## config.mk

```make
export PLATFORM = sky130hd
export DESIGN_NAME = mesh_term_src_queue
export DESIGN_NICKNAME = d
export VERILOG_FILES = /design/src/rtl/mesh_pkt_pkg.sv /design/src/rtl/sync_fifo.sv /design/src/rtl/mesh_term_src_queue.sv
export SDC_FILE = /design/constraint.sdc
export NUM_CORES = 1
export LEC_CHECK = 0
export BUFFER_PORTS_ARGS = -buffer_cell sky130_fd_sc_hd__buf_2
export CORE_ASPECT_RATIO = 1.5
export CORE_MARGIN = 3
export CORE_UTILIZATION = 40
export DETAILED_ROUTE_END_ITERATION = 16
export HOLD_SLACK_MARGIN = 0.15
export SLEW_MARGIN = 10
export SYNTH_ARGS = -nofsm -noshare
export SYNTH_HDL_FRONTEND = slang
export SYNTH_SLANG_ARGS = --single-unit
export TNS_END_PERCENT = 1
```

## constraint.sdc

```tcl
create_clock -name clk -period 2.9 [get_ports clk]
set_input_delay 0.145 -clock clk [delete_from_list [all_inputs] [get_ports clk]]
set_output_delay 0.145 -clock clk [all_outputs]
set_load 0.02 [all_outputs]
```

## src/rtl/mesh_pkt_pkg.sv

```systemverilog
// Shared packet layout, drop codes and helpers for the mesh terminal source queue.
// Header occupies the top HDR_W bits of every packet; the payload fills the rest.
package mesh_pkt_pkg;

  localparam int NXT_JUMP_W = 8;
  localparam int ID_W       = 4;
  localparam int HDR_W      = NXT_JUMP_W + 2 * ID_W + 1;
  localparam int MODE_BIT   = 0;  // bit index of mode inside the header

  typedef enum logic [1:0] {
    DROP_NONE = 2'b00,
    DROP_FULL = 2'b01,
    DROP_BAD  = 2'b10,
    DROP_SELF = 2'b11
  } drop_e;

  // A terminal sits on the mesh rim: an edge column of an interior row, or vice versa.
  function automatic logic is_terminal(input logic [ID_W-1:0] row, input logic [ID_W-1:0] col,
                                       input int rows, input int colums);
    int r;
    int c;
    r = int'(row);
    c = int'(col);
    return ((r >= 32'sd1) && (r <= rows) && ((c == 32'sd0) || (c == colums + 32'sd1))) ||
           ((c >= 32'sd1) && (c <= colums) && ((r == 32'sd0) || (r == rows + 32'sd1)));
  endfunction

  function automatic logic [HDR_W-1:0] mk_pkt_hdr(input logic [ID_W-1:0] row,
                                                  input logic [ID_W-1:0] col,
                                                  input logic mode);
    logic [HDR_W-1:0] hdr;
    hdr           = {8'h00, row, col, 1'b0};
    hdr[MODE_BIT] = mode;
    return hdr;
  endfunction

endpackage

```

## src/rtl/sync_fifo.sv

```systemverilog
// Packet FIFO with modulo-depth pointers and an explicit occupancy counter.
// Pops while empty are ignored; flush clears everything and discards same-cycle traffic.
module sync_fifo #(
  parameter int PKT_W = 40,
  parameter int DEPTH = 4
) (
  input  logic                       clk,
  input  logic                       reset,
  input  logic                       flush_i,
  input  logic                       wr_i,
  input  logic [PKT_W-1:0]           data_i,
  input  logic                       rd_i,
  output logic                       pndng_o,
  output logic [PKT_W-1:0]           data_o,
  output logic [$clog2(DEPTH+1)-1:0] count_o,
  output logic                       full_o
);

  localparam int PTR_W = $clog2(DEPTH);
  localparam int CNT_W = $clog2(DEPTH + 1);

  logic [PKT_W-1:0] mem_q [DEPTH];
  logic [PTR_W-1:0] wr_q, wr_d, rd_q, rd_d;
  logic [CNT_W-1:0] cnt_q, cnt_d;
  logic             push_eff, pop_eff;

  function automatic logic [PTR_W-1:0] ptr_inc(input logic [PTR_W-1:0] p);
    return (p == PTR_W'(DEPTH - 1)) ? '0 : p + PTR_W'(1);
  endfunction

  assign pndng_o  = (cnt_q != '0);
  assign full_o   = (cnt_q == CNT_W'(DEPTH));
  assign count_o  = cnt_q;
  assign data_o   = pndng_o ? mem_q[rd_q] : '0;
  assign pop_eff  = rd_i & pndng_o & ~flush_i;
  assign push_eff = wr_i & ~flush_i & (~full_o | pop_eff);

  // Next-state pointers and occupancy.
  always_comb begin
    wr_d  = wr_q;
    rd_d  = rd_q;
    cnt_d = cnt_q;
    if (flush_i) begin
      wr_d  = '0;
      rd_d  = '0;
      cnt_d = '0;
    end else begin
      if (push_eff) wr_d = ptr_inc(wr_q);
      else          wr_d = wr_q;
      if (pop_eff)  rd_d = ptr_inc(rd_q);
      else          rd_d = rd_q;
      case ({push_eff, pop_eff})
        2'b10:   cnt_d = cnt_q + CNT_W'(1);
        2'b01:   cnt_d = cnt_q - CNT_W'(1);
        default: cnt_d = cnt_q;
      endcase
    end
  end

  always_ff @(posedge clk) begin
    if (reset) begin
      wr_q  <= '0;
      rd_q  <= '0;
      cnt_q <= '0;
    end else begin
      wr_q  <= wr_d;
      rd_q  <= rd_d;
      cnt_q <= cnt_d;
    end
  end

  // Storage needs no reset: empty slots are never presented.
  always_ff @(posedge clk) begin
    if (!reset && push_eff) begin
      mem_q[wr_q] <= data_i;
    end
  end

endmodule

```

## src/rtl/mesh_term_src_queue.sv

```systemverilog
// Terminal source stage: checks the destination, builds the mesh header, queues packets
// for the terminal handshake and reports/counts rejected pushes.
module mesh_term_src_queue
  import mesh_pkt_pkg::*;
#(
  parameter int ROWS       = 4,
  parameter int COLUMS     = 4,
  parameter int pckg_sz    = 40,
  parameter int fifo_depth = 4,
  parameter int SRC_ROW    = 0,
  parameter int SRC_COL    = 1
) (
  input  logic                            clk,
  input  logic                            reset,
  input  logic                            push_i,
  input  logic [ID_W-1:0]                 dst_row_i,
  input  logic [ID_W-1:0]                 dst_col_i,
  input  logic                            mode_i,
  input  logic [pckg_sz-18:0]             payload_i,
  input  logic                            flush_i,
  output logic                            accept_o,
  output logic [1:0]                      drop_o,
  output logic                            pndng_i_in,
  output logic [pckg_sz-1:0]              data_out_i_in,
  input  logic                            popin,
  output logic [$clog2(fifo_depth+1)-1:0] count_o,
  output logic                            full_o,
  output logic [15:0]                     ovf_cnt_o,
  output logic [15:0]                     bad_addr_cnt_o
);

  logic               addr_ok, self_hit, pop_eff;
  logic [pckg_sz-1:0] pkt;
  drop_e              drop_q, drop_d;
  logic [15:0]        ovf_q, ovf_d, bad_q, bad_d;

  assign addr_ok  = is_terminal(dst_row_i, dst_col_i, ROWS, COLUMS);
  assign self_hit = (dst_row_i == ID_W'(SRC_ROW)) && (dst_col_i == ID_W'(SRC_COL));
  assign pop_eff  = popin & pndng_i_in;
  assign accept_o = push_i & ~reset & ~flush_i & addr_ok & ~self_hit & (~full_o | pop_eff);
  assign pkt      = {mk_pkt_hdr(dst_row_i, dst_col_i, mode_i), payload_i};

  sync_fifo #(
    .PKT_W (pckg_sz),
    .DEPTH (fifo_depth)
  ) u_fifo (
    .clk     (clk),
    .reset   (reset),
    .flush_i (flush_i),
    .wr_i    (accept_o),
    .data_i  (pkt),
    .rd_i    (popin),
    .pndng_o (pndng_i_in),
    .data_o  (data_out_i_in),
    .count_o (count_o),
    .full_o  (full_o)
  );

  // Rejection reason (address before capacity) and saturating drop counters.
  always_comb begin
    drop_d = DROP_NONE;
    ovf_d  = ovf_q;
    bad_d  = bad_q;
    if (push_i && !flush_i) begin
      if (!addr_ok)                drop_d = DROP_BAD;
      else if (self_hit)           drop_d = DROP_SELF;
      else if (full_o && !pop_eff) drop_d = DROP_FULL;
      else                         drop_d = DROP_NONE;
    end else begin
      drop_d = DROP_NONE;
    end
    case (drop_d)
      DROP_FULL: begin
        if (ovf_q != 16'hFFFF) ovf_d = ovf_q + 16'd1;
        else                   ovf_d = ovf_q;
      end
      DROP_BAD, DROP_SELF: begin
        if (bad_q != 16'hFFFF) bad_d = bad_q + 16'd1;
        else                   bad_d = bad_q;
      end
      default: begin
        ovf_d = ovf_q;
        bad_d = bad_q;
      end
    endcase
  end

  always_ff @(posedge clk) begin
    if (reset) begin
      drop_q <= DROP_NONE;
      ovf_q  <= 16'd0;
      bad_q  <= 16'd0;
    end else begin
      drop_q <= drop_d;
      ovf_q  <= ovf_d;
      bad_q  <= bad_d;
    end
  end

  assign drop_o         = drop_q;
  assign ovf_cnt_o      = ovf_q;
  assign bad_addr_cnt_o = bad_q;

endmodule
```

==> results of run 1 <==
==> through the flow <==
step	util	std cells
after floorplan	-	499
after detailed placement	0.4581	803
final	0.5146	873
after CTS	0.5146	873
after global placement	0.4581	803
after global routing	0.5146	873
==> synth_stat cells, drive strengths merged, types with 2 or more instances <==
cell type | n | area, µm²
nor4b | 2 | 38.78
o21ai | 10 | 50.04
o41ai | 3 | 26.28
and4b | 2 | 23.77
edfxtp | 128 | 3844
nor2 | 16 | 60.06
xor2 | 3 | 26.28
clkbuf | 10 | 37.54
nand3 | 15 | 75.07
or2 | 2 | 12.51
nor4 | 2 | 12.51
nand4 | 9 | 56.30
and2 | 37 | 234.0
or4 | 21 | 157.7
nand2 | 12 | 45.04
dfxtp | 43 | 860.8
ha | 8 | 100.1
mux4 | 32 | 720.7
mux2i | 3 | 30.03
o31ai | 21 | 157.7
a21oi | 31 | 155.2
and3 | 11 | 68.82
inv | 12 | 45.04
buf | 23 | 147.6
nor2b | 4 | 25.02
mux2 | 2 | 22.52
and4 | 2 | 17.52
or3 | 7 | 43.79
nor3 | 8 | 50.05
==> sequential cells by signal, summed over array words and instances (netlist names), named ones only <==
signal / flops
u_fifo.mem_q: 128
bad_addr_cnt_o: 16
ovf_cnt_o: 16
u_fifo.count_o: 3
drop_o: 2
u_fifo.rd_q: 2
u_fifo.wr_q: 2
==> area by class of cell <==
class                      count  area, µm²
fill                        1506       8528
multi-input combinational    283       2370
inverter                      12      45.04
timing repair buffer         162       1041
tap                          213      266.5
clock inverter                 7      72.57
clock buffer                  25      539.3
sequential                   171       4707
==> cell families (layout without fill, tap and decap cells) <==
family / count (synthesis) / count (layout) / share of synthesized area
flops: 171 / 171 / 0.6468
simple gates: 155 / 155 / 0.1328
compound gates: 70 / 70 / 0.06055
buf+inv: 45 / 206 / 0.03165
mux: 37 / 37 / 0.1063
fa+ha+maj: 9 / 9 / 0.01652
xor+xnor: 4 / 4 / 0.004818
other cells: 1 / 8 / 0.0005156
==> timing repair <==
action	4_1_cts	5_1_grt
hold buffers	38	0
resized for setup	0	1
endpoints found under the hold margin	139	0
setup endpoints to repair	0	1
==> where the power goes <==
group          switching [mW]  internal (mW)
Combinational          0.0877         0.0681
Sequential            0.00300           2.63
Clock                   0.899           1.39
==> worst paths after layout <==
kind	startpoint	endpoint	slack, ns	depth (start not counted)
setup reg to reg	u_fifo.count_o[0]$_SDFFE_PP0P_	u_fifo.count_o[2]$_SDFFE_PP0P_	0.68	9
hold reg to reg	bad_addr_cnt_o[14]$_SDFFE_PP0P_	bad_addr_cnt_o[14]$_SDFFE_PP0P_	0.50	2
setup / recovery	dst_row_i[3]	u_fifo.count_o[2]$_SDFFE_PP0P_	0.22	13
hold / removal	payload_i[12]	u_fifo.mem_q[3][12]$_DFFE_PP_	0.49	2
==> placed cells by master (no fill, tap or decap), types with 3 or more instances in the layout <==
cell,Yosys,final
a21oi_1,31,31
and2_1,36,32
and2_2,0,4
and3_1,11,11
buf_2,10,108
buf_4,9,16
clkbuf_1,10,3
clkbuf_16,0,20
conb_1,1,8
dfxtp_1,43,41
dlygate4sd3_1,0,38
edfxtp_1,128,128
ha_1,8,8
inv_1,12,12
mux2i_1,3,3
mux4_2,32,32
nand2_1,12,12
nand3_1,15,15
nand4_1,9,9
nor2_1,16,16
nor2b_1,4,4
nor3_1,6,6
o21ai_0,9,8
o31ai_1,21,21
o41ai_1,3,3
or3_1,7,7
or4_1,21,21
xor2_1,3,3
==> metal layers <==
| metal | track usage | wire length, µm | up-vias | share of wire |
|---|---|---|---|---|
| li1 | - | - | 2227 | - |
| met5 | 0 | 0 | - | 0 |
| met2 | 0.3122 | 8612 | 139 | 0.54 |
| met3 | 0.04282 | 857 | 21 | 0.054 |
| met1 | 0.1965 | 6342 | 2356 | 0.40 |
| met4 | 0.04846 | 201 | 0 | 0.013 |
==> flow_metrics.env, run 1 <==
export IMPL_slowest_delay_ns=0.56
export IMPL_ios=117
export IMPL_cts_setup_buffers=0
export IMPL_drcViolationCount=0
export IMPL_fin_ws_ns=0.2183
export IMPL_power_mw=5.075
export IMPL_p_leak_nw=3.245
export IMPL_relSlewSlack=0.4123
export IMPL_rows=59
export IMPL_die_w_um=116.1
export IMPL_finalSetupTns_ns=0
export IMPL_rsz0062_at_grt="false"
export IMPL_grt_pass1_wl_um=26000
export IMPL_finalCritPeriodShare=0.9247
export IMPL_finalSetupViolations=0
export IMPL_hold_path_class="input pin to flip-flop"
export IMPL_critPathSlowestCell="dlygate4sd3_1"
export IMPL_synth_area_um2=7273
export IMPL_synth_warnings=0
export IMPL_grt_use_total=0.1710
export IMPL_grt_pass1_vias=5061
export IMPL_synth_edff_count=128
export IMPL_cts_sinks=171
export IMPL_clock_skew_final_ns=0.007838
export IMPL_crit_arrival_ns=3.03
export IMPL_first_pass_iters=4
export IMPL_clk_insertion_delay_late_ns=0.42
export IMPL_maxClockFrequency_ghz=0.3729
export IMPL_whs_ns=0.4896
export IMPL_vias=4743
export IMPL_syn_to_final_growth_pct=24.31
export IMPL_drt_iter0_markers=256
export IMPL_crit_buf_inv=4
export IMPL_start_util=0.4140
export IMPL_cts_buffer_depth=2
export IMPL_grt_max_degree=37
export IMPL_vdd_ir_drop_max_mv=0.2462
export IMPL_post_place_ws_ns=0.2070
export IMPL_ys_types=50
export IMPL_grt_overflow=0
export IMPL_syn_inst=492
export IMPL_min_period_ns=2.682
export IMPL_core_area_um2=17570
export IMPL_drv_cap=0
export IMPL_worst_slew_pin_slew_ns=0.8815
export IMPL_critPathLaunchType="input pin"
export IMPL_drive_above_1_share=0.3061
export IMPL_cp_cell_sequence="dlygate4sd3_1 -> buf_2 -> nor3_1 -> nand3_1 -> o21ai_1 -> nor3_2 -> inv_1 -> ha_1 -> inv_1 -> fa_1 -> xor2_1 -> or3_1 -> a21oi_1"
export IMPL_htree_levels=4
export IMPL_async_flop_share=0
export IMPL_finalNetCount=693
export IMPL_yosysSeqAreaShare=0.6468
export IMPL_n_antenna_cell=0
export IMPL_wl_per_cell_um=18.34
export IMPL_cts_buffers=17
export IMPL_cp_data_required_time_ns=3.25
export IMPL_ant_nets=0
export IMPL_hpwl_um=10680
export IMPL_avgSynthCellArea_um2=14.78
export IMPL_ys_ff_latch=171
export IMPL_slew_viol_final=0
export IMPL_antenna_found_initial=0
export IMPL_io_buffer_count=108
export IMPL_crit_path_max_fanout=6
export IMPL_synthFlopType="edfxtp_1"
export IMPL_outcome="complete, no violations"
export IMPL_dieArea_um2=19870
export IMPL_die_h_um=171.2
export IMPL_critPathCaptureType="flip-flop"
export IMPL_cts_root_buffer="clkbuf_16"
export IMPL_viasPerCell=5.433
export IMPL_finalHoldViolCount=0
export IMPL_crit_type="input pin to flip-flop"
export IMPL_clk_pin_slew_ns=0.06
export IMPL_cpLargestDelayFamily="simple AND/OR/NAND/NOR gates"
export IMPL_power_density_nw_per_um2=561.3
export IMPL_cp_common_cell="inv_1"
export IMPL_fin_area_um2=9041
export IMPL_gp_congestion=0.7971
export IMPL_drt_total_wl_um=16010
export IMPL_cts_tree="built"
export IMPL_dpl_instance_area_um2=8049
(Power assumes the default switching activity.)
==> run 2: changes to the inputs <==
- CELL_PAD_IN_SITES_DETAIL_PLACEMENT: unset -> 0
- CELL_PAD_IN_SITES_GLOBAL_PLACEMENT: unset -> 1
- CORE_UTILIZATION: 40 -> 45
- PLACE_DENSITY_LB_ADDON: unset -> 0.1
==> flow_metrics.env, run 2 (synthesis gave the netlist of run 1 again) <==
export IMPL_largest_reg_flops=128
export IMPL_grt_pass1_wl_um=24560
export IMPL_n_antenna_cell=0
export IMPL_dieArea_um2=17760
export IMPL_drive_above_1_share=0.3147
export IMPL_min_from="payload_i[7]"
export IMPL_viasPerCell=5.433
export IMPL_busiest_layer="met2"
export IMPL_final_cell_mix="128 x edfxtp_1, 108 x buf_2, 41 x dfxtp_1"
export IMPL_drcViolationCount=0
export IMPL_io_buffer_count=108
export IMPL_grt_use_met2=0.3367
export IMPL_fin_ws_ns=0.3226
export IMPL_clk_pin_slew_ns=0.07
export IMPL_grt_met3_usage=0.04414
export IMPL_htree_levels=4
export IMPL_min_period_ns=2.577
export IMPL_grt_overflow=0
export IMPL_outcome="complete, no violations"
export IMPL_post_place_ws_ns=0.2118
export IMPL_finalCritPeriodShare=0.8887
export IMPL_cp_cell_sequence="dlygate4sd3_1 -> buf_2 -> nor3_1 -> nand3_1 -> o21ai_2 -> nor3_2 -> inv_1 -> ha_1 -> inv_1 -> fa_1 -> xor2_1 -> or3_1 -> a21oi_1"
export IMPL_drt_iter0_markers=146
export IMPL_rows=56
export IMPL_cts_root_buffer="clkbuf_16"
export IMPL_syn_to_final_growth_pct=23.88
export IMPL_slew_viol_final=0
export IMPL_final_common_cell="edfxtp_1"
export IMPL_worst_slew_pin_slew_ns=0.6883
export IMPL_critPathCaptureType="flip-flop"
export IMPL_cp_common_cell="inv_1"
export IMPL_cp_data_required_time_ns=3.25
export IMPL_vias=4694
export IMPL_drv_cap=0
export IMPL_crit_arrival_ns=2.92
export IMPL_crit_path_max_fanout=6
export IMPL_power_density_nw_per_um2=548.4
export IMPL_finalNetCount=694
export IMPL_r2r_slack_ns=0.69
export IMPL_cts_buffers=17
export IMPL_cts_buffer_depth=2
export IMPL_hold_path_class="input pin to flip-flop"
export IMPL_ios=117
export IMPL_die_w_um=109.8
export IMPL_antenna_found_initial=0
export IMPL_clk_insertion_delay_late_ns=0.42
export IMPL_hpwl_um=10380
export IMPL_grt_use_total=0.1811
export IMPL_reg2reg_from="u_fifo.count_o[0]$_SDFFE_PP0P_"
export IMPL_top_register="u_fifo.mem_q"
export IMPL_core_area_um2=15770
export IMPL_relSlewSlack=0.5390
export IMPL_wl_per_cell_um=17.70
export IMPL_drt_total_wl_um=15290
export IMPL_gr_usage_met1=0.2045
export IMPL_finalSetupViolations=0
export IMPL_rsz0062_at_grt="false"
export IMPL_critPathSlowestCell="dlygate4sd3_1"
export IMPL_vdd_ir_drop_max_mv=0.4170
export IMPL_gp_congestion=0.7417
export IMPL_grt_max_degree=37
export IMPL_cts_sinks=171
export IMPL_grt_pass1_vias=4801
export IMPL_critPathLaunchType="input pin"
export IMPL_ant_nets=0
export IMPL_cts_setup_buffers=0
export IMPL_die_h_um=161.7
export IMPL_cpLargestDelayFamily="simple AND/OR/NAND/NOR gates"
export IMPL_crit_start="dst_row_i[3]"
export IMPL_slowest_delay_ns=0.54
export IMPL_finalHoldViolCount=0
export IMPL_first_pass_iters=4
export IMPL_cts_tree="built"
export IMPL_crit_buf_inv=4
export IMPL_p_leak_nw=3.235
export IMPL_crit_type="input pin to flip-flop"
export IMPL_start_util=0.4613
export IMPL_finalSetupTns_ns=0
export IMPL_maxClockFrequency_ghz=0.3880
export IMPL_clock_skew_final_ns=0.01022
-- run 2: layout make-up --
cell class / count / area [µm²]
Fill cell: 1328 / 6755
Sequential cell: 171 / 4707
Multi-Input combinational cell: 283 / 2374
Timing Repair Buffer: 163 / 1059
Clock buffer: 17 / 425.4
Tap cell: 203 / 254.0
Clock inverter: 15 / 146.4
Inverter: 12 / 45.04
-- run 2: worst paths after layout --
path                                     end  depth (start not counted)
max           u_fifo.count_o[2]$_SDFFE_PP0P_                         13
min             u_fifo.mem_q[0][7]$_DFFE_PP_                          2
max reg2reg   u_fifo.count_o[2]$_SDFFE_PP0P_                          9
min reg2reg  bad_addr_cnt_o[10]$_SDFFE_PP0P_                          2
-- run 2: timing repair --
action,CTS,global route
hold buffers,37,0
endpoints found under the setup margin,0,1
endpoints found under the hold margin,139,0
resized for setup,0,2
-- run 2: through the flow --
step	hold WS, ns	std cells	area, µm²	total power, mW	utilization
final	0.4757	864	9010	4.941	0.5715
after global routing	0.4784	864	9010	5.110	0.5715
after floorplan	0.2439	499	7300	2.746	-
after CTS	0.4611	864	9006	4.992	0.5713
after detailed placement	0.3668	795	8064	2.802	0.5115
after global placement	0.3610	795	8064	2.797	0.5115
-- run 2: routing by layer --
metal | vias up | part of all wire
met5 | - | 0
met2 | 94 | 0.56
met4 | 0 | 0.0083
met3 | 7 | 0.042
met1 | 2358 | 0.38
li1 | 2235 | -
-- run 2: worst register-to-register path, cell delays in order, from the launching register on --
cell and delay (ns):
dfxtp_1 0.36, nor4b_4 0.42, nor3_2 0.09, inv_1 0.07, ha_1 0.17, inv_1 0.06, fa_1 0.37, xor2_1 0.16
or3_1 0.30, a21oi_1 0.14
-- run 2: power breakdown --
group / internal (mW) / switching [mW]
registers: 2.63 / 0.00305
clock network: 1.14 / 1.01
logic: 0.0682 / 0.0872
